**config.mk**
```make
export PLATFORM = sky130hd
export DESIGN_NAME = instruction_fetch
export DESIGN_NICKNAME = d
export VERILOG_FILES = /design/src/rtl/instruction_fetch.sv
export SDC_FILE = /design/constraint.sdc
export NUM_CORES = 1
export LEC_CHECK = 0
export CORE_AREA = 2 2 143 145
export DETAILED_ROUTE_END_ITERATION = 8
export DIE_AREA = 0 0 145 147
export PLACE_DENSITY = 0.75
export SLEW_MARGIN = 10
export SYNTH_ARGS = -nofsm -noshare
export SYNTH_HDL_FRONTEND = slang
export SYNTH_SLANG_ARGS = --single-unit
export TNS_END_PERCENT = 1
```
**constraint.sdc**
```tcl
create_clock -name clk -period 8.6 [get_ports clk]
set_input_delay 1.29 -clock clk [delete_from_list [all_inputs] [get_ports clk]]
set_output_delay 1.29 -clock clk [all_outputs]
set_load 0.005 [all_outputs]
```
**src/rtl/instruction_fetch.sv**
```systemverilog
// Instruction fetch initiator: issues word-aligned fetch requests against a credit limit,
// buffers in-order responses tagged with their PC, and handles redirects and stale drops.
module instruction_fetch #(
  parameter logic [31:0] RESET_PC = 32'h0000_0000,
  parameter int          DEPTH    = 2
) (
  input  logic        clk,
  input  logic        rst,
  output logic        imem_req_valid,
  input  logic        imem_req_ready,
  output logic [31:0] imem_addr,
  input  logic        imem_rsp_valid,
  input  logic [31:0] imem_rsp_data,
  input  logic        redirect_valid,
  input  logic [31:0] redirect_pc,
  output logic        if_valid,
  output logic [31:0] if_instr,
  output logic [31:0] if_pc,
  input  logic        id_ready,
  output logic        fetch_misaligned
);
  localparam int CW = $clog2(DEPTH + 1);
  localparam int PW = (DEPTH > 1) ? $clog2(DEPTH) : 1;

  typedef struct packed {
    logic [31:0] pc;
    logic [31:0] instr;
  } if_entry_t;

  if_entry_t       q_mem [DEPTH];
  logic [PW-1:0]   head, tail;
  logic [CW-1:0]   out_cnt, drop_cnt, q_cnt;
  logic [31:0]     pc_q, rsp_pc_q;
  logic            mis_q;
  logic            accept, push, pop;

  function automatic logic [PW-1:0] ptr_nxt(input logic [PW-1:0] p);
    return (p == PW'(DEPTH - 1)) ? '0 : p + 1'b1;
  endfunction

  always_comb begin
    imem_req_valid   = !rst && !mis_q && !redirect_valid &&
                       (({1'b0, out_cnt} + {1'b0, q_cnt}) < (CW+1)'(DEPTH));
    imem_addr        = pc_q;
    if_valid         = !rst && (q_cnt != '0);
    if_instr         = q_mem[head].instr;
    if_pc            = q_mem[head].pc;
    fetch_misaligned = mis_q;
    accept           = imem_req_valid && imem_req_ready;
    push             = imem_rsp_valid && (drop_cnt == '0) && !redirect_valid;
    pop              = if_valid && id_ready && !redirect_valid;
  end

  always_ff @(posedge clk) begin
    if (rst) begin
      pc_q     <= RESET_PC;
      rsp_pc_q <= RESET_PC;
      out_cnt  <= '0;
      drop_cnt <= '0;
      q_cnt    <= '0;
      head     <= '0;
      tail     <= '0;
      mis_q    <= 1'b0;
      for (int i = 0; i < DEPTH; i++) q_mem[i] <= '0;
    end else begin
      out_cnt <= out_cnt + CW'(accept) - CW'(imem_rsp_valid);
      if (redirect_valid) begin
        // Outstanding already includes requests marked for dropping, so every request
        // still in flight after this cycle becomes stale: no double counting.
        drop_cnt <= out_cnt - CW'(imem_rsp_valid);
        q_cnt    <= '0;
        head     <= '0;
        tail     <= '0;
        pc_q     <= redirect_pc;
        rsp_pc_q <= redirect_pc;
        mis_q    <= |redirect_pc[1:0];
      end else begin
        if (imem_rsp_valid && drop_cnt != '0) drop_cnt <= drop_cnt - 1'b1;
        if (push) begin
          q_mem[tail] <= '{pc: rsp_pc_q, instr: imem_rsp_data};
          tail        <= ptr_nxt(tail);
          rsp_pc_q    <= rsp_pc_q + 32'd4;
        end
        if (pop) head <= ptr_nxt(head);
        q_cnt <= q_cnt + CW'(push) - CW'(pop);
        if (accept) pc_q <= pc_q + 32'd4;
      end
    end
  end
endmodule

```
* Yosys cells after proc, flatten, opt, wreduce, memory -nomap -nowiden
Memory sizes are Yosys's and may differ from the RTL's. A register that Yosys moved wholly into a read port is not among the register bits.
Cells that the tools add are included.
** Operators by class
- Add/subtract/negate cells :: 11
- $mul :: 0
- Divide/modulo/power cells :: 0
- Order comparisons :: 1
- Eq/ne operators :: 0
- Shift-type cells :: 0
- Muxes and demuxes :: 19
- Bitwise logic cells :: 0
- Reductions and logical operators :: 22
** Operators with widths (count)
- 32-bit two-way mux :: 4
- 32-bit by 3-bit adder with 32-bit output, second input constant :: 2
- 64-bit two-way mux :: 1
- 64-bit OR reduction :: 1
- 1-bit two-way mux :: 12
- 1-bit logical AND :: 10
- 2-bit nonzero test :: 5
- 2-bit by 1-bit subtractor with 2-bit output :: 3
- 2-bit by 1-bit adder with 2-bit output :: 2
- 2-bit two-way mux :: 2
- 2-bit OR reduction :: 2
- 2-bit by 2-bit adder with 3-bit output :: 1
- 1-bit logical NOT :: 3
- 3-bit by 2-bit < comparator with 1-bit output, second input constant :: 1
- 1-bit adder, second input constant :: 2
- 2-bit logical NOT :: 1
- 2-bit by 1-bit subtractor with 2-bit output, second input constant :: 1
** Word-level totals
- Register bits after elaboration :: 73
- Bits in latches :: 0
- Memory bits (writable) :: 128
- ROM bits :: 0
- Bits of input ports :: 70
- Output and inout port bits :: 99
- Logic and storage cells :: 62
- Memories :: 1
** Memories
- q_mem :: depth 2, width 64, read ports 1, clocked after memory_dff 1, write ports 2, line 30 : if_entry_t q_mem [DEPTH];

* Depth between registers and ports, before layout
- Depth in word-level cells :: 9
- Gate-level depth with buffers :: 11
- Mapped depth without buffers :: 9

* Worst setup path before layout
Ideal clock, no wire load.
- Path kind :: input port to flip-flop
- Start :: input redirect_valid
- End :: memory q_mem[0][0] (netlist bit), enable pin
- Setup time :: 574 ps
- Data arrival time :: 6749 ps
- Required time :: 8026 ps
- Setup slack :: 1276 ps
- Stages on the path :: 6
- Path buffers :: 3
- Cell sequence :: clkbuf_1 inv_1 clkbuf_1 clkbuf_1 nand3_1 o21ai_0
** RTL lines
- start, declared :: line 14 : input logic redirect_valid,
- end, declared :: line 30

* Final worst setup path
- Start :: input redirect_valid
- End :: output imem_req_valid
** Between the ends
- Word-level cells in the longest chain between the ends :: 3
** RTL lines
- 1-bit logical NOT :: line 42 : imem_req_valid = !rst && !mis_q && !redirect_valid &&
- 1-bit logical AND (2 in a row) :: line 42
- end, declared :: line 9 : output logic imem_req_valid,
No other way between the ends.

==> run metrics <==
status finished clean; Post-Syn Nets 932; Finished Layout Cells between 1000 and 1500; #FFs+latches synth 202; Worst Hold Class register to register; Synth Cell Area 0.00968 mm2; CTS hold repair buffers 0; placed cell count 1240; routed len/inst between 15 and 20 um; worst-path fanout max 45; area growth from synthesis to final layout 27.2%; hold worst-path end imem_addr[1]; number of global-route vias before repair just over 7000; total global routing overflow 0; Design Area, Final 0.0123 mm2; Worst-path clk slew roughly 0.060 ns; DRC violations left 0; Slew @ Worst Pin 0.855 ns; DP HPWL between 15 and 20 mm; Synth Instances about 850; DIE WIDTH 145 um; root buffer cell clkbuf_16; fin. max-slew vios 0; Int Power 1.82 mW; Final Net Count 1074; sequential power share 0.481; Reg2Reg Launch Point q_cnt[0]; fill cell count approximately 1600; die area 0.0213 mm2; Switching Power 0.546 mW; Fin Hold WS 0.466 ns; total negative slack 0 ns; FMAX 233 MHz; gr usage total 0.220; Final Hold Fails 0; final worst slack 4.31 ns; initial core utilization 0.488; final core utilization 0.620; WS Path Type input pin to primary output; drt pass-1 iters 5; FF/Latch Area 0.00533 mm2; largest net degree at the start of global routing 76; post-CTS setup buffers 0; Yosys Warn Count 0; worst reg-to-reg path cell count 6; ys async rst share 0; slowest cell delay on critical path 0.55 ns; ys flop type edfxtp_1; Final Power 2.36 mW; maxcap violations 0; dpl ws 4.08 ns; Avg Vias per Cell 5.68; RR Endpoint imem_addr[24]; Sw Ratio 0.231; Detailed Route WL 23.7 mm; met3 Use GR 0.0348; Clock power frac 0.404; HP Start imem_addr[1]; initial antenna violation count 0; GR peak layer met2; Port Buffers approximately 170; CTS tree built; Lkg Pwr about 4.6 nW; Most common cell on crit path clkdlybuf4s50_1; CTS Buf Count 23; multi-input logic area 0.00409 mm2; first-pass GRT wire length 38.2 mm; Core Box Area 0.0198 mm2; clock buffer depth 3; RePlAce Congestion 0.905; worst reg2reg setup slack 5.29 ns; combinational share of power 0.114; Critical Path RT 7.31 ns; Pwr Density 192 mW/mm2; met2 usage 0.353; EDFF count, synth 128; Die Ht 147 um; vias post-DR between 7000 and 8000; Rel. slew slack 0.430; hold path cells 2; unrepaired setup endpoints after global routing no; GR met1 Demand/Resource 0.317; htree depth 1; worst vdd ir 0.000124 V; First DRT Iteration DRCs 495; share of the yosys chip area belonging to registers 0.550; distinct cell type count after synthesis 59; Post-DRT Antenna Nets 0; minimum clock period about 4.3 ns; Crit. End Element primary output; Worst setup SP type input pin; final period utilization 0.499; layout cells sized above 1 0.126; placed instance area around 0.012 mm2; slowest CP cell clkdlybuf4s50_1; Ant. Diodes 0; worst-path cell chain clkdlybuf4s50_1, buf_4, or2_1, nor4_1, clkdlybuf4s50_1; Resize count post-CTS 0; IO Pins roughly 170; Mean Syn Cell Area 11.4 um2; crit path DAT 3.00 ns; # clock sinks 202; # setup viols final 0; Clk Latency, worst-skew pair 0.50 ns; # rows 52; Worst Skew 0.0146 ns
-- area by class of cell --
cell class	instances	share of cell area
tap	270	0.0274
timing repair buffer	178	0.143
clock buffer	30	0.0515
sequential	202	0.433
multi-input combinational	573	0.332
clock inverter	11	0.00874
inverter	17	0.00518
-- power groups by stage --
stage	clock, mW	sequential, mW	combinational, mW
floorplan	0	1.15	0.133
global placement	0	1.15	0.267
detailed placement	0	1.16	0.269
CTS	0.968	1.14	0.272
global route	1.01	1.14	0.293
finish	0.955	1.14	0.270
-- worst max-delay path, delay by kind of cell --
family                 cells  cell delay (ns)
buffers and inverters      3             1.22
AND/OR/NAND/NOR            2             0.48
-- cells by family after synthesis --
family	count (synthesis)	share of synthesized area
fa+ha+maj	9	0.0124
mux	66	0.0765
compound gates	121	0.0930
buf+inv	78	0.0309
flops	202	0.550
xor+xnor	30	0.0271
simple gates	347	0.210
-- layout by cell type (no fill, tap or decap), types with 4 or more instances in the layout --
cell type / count
o31ai_1: 10
or3_1: 4
a21boi_0: 18
inv_1: 15
mux2_2: 64
nor4_1: 26
o211ai_1: 4
nand2_1: 43
a21oi_1: 7
nor2_1: 29
nor3_1: 16
nand4_1: 21
o21a_1: 17
a31oi_1: 9
nand3_1: 27
edfxtp_1: 128
a211oi_1: 14
xor2_1: 14
and3_1: 74
buf_4: 10
or4_1: 7
clkinv_2: 5
clkbuf_16: 23
clkdlybuf4s50_1: 168
o21ai_0: 9
o31a_1: 12
xnor2_1: 16
dfxtp_1: 72
ha_1: 8
clkinv_1: 4
and2_1: 64
and4_1: 14
-- Yosys cell counts (all sizes together) (18+ instances only) --
| cell | n | area (um2) |
|---|---|---|
| nand3 | 28 | 153 |
| nand4 | 22 | 144 |
| and3 | 74 | 463 |
| a21boi | 18 | 135 |
| nand2 | 44 | 165 |
| nor2 | 30 | 113 |
| edfxtp | 128 | 3840 |
| clkbuf | 54 | 203 |
| dfxtp | 74 | 1480 |
| and2 | 64 | 400 |
| nor4 | 27 | 175 |
| mux2 | 64 | 721 |
-- state kept, by name (all words and copies together), names as in the netlist, named ones only --
name	cells
tail	1
fetch_misaligned	1
rsp_pc_q	32
q_mem	128
out_cnt	2
q_cnt	2
drop_cnt	2
imem_addr	32
head	1
-- worst max-delay path by stage --
stage | from | end | cells after the start
after floorplan | redirect_valid | q_mem[0][0] | 6
final | redirect_valid | imem_req_valid | 5
after global placement | imem_rsp_valid | q_mem[1][5] | 7
after CTS | redirect_valid | imem_req_valid | 5
after detailed placement | imem_rsp_valid | q_mem[1][25] | 7
after global routing | redirect_valid | imem_req_valid | 5
-- metal layers --
layer	vias up	wire, um
met2	297	10700
li1	3505	-
met1	3448	10900
met3	29	1790
met4	0	320
met5	-	0
No activity file was read; power rests on OpenSTA's default activity.
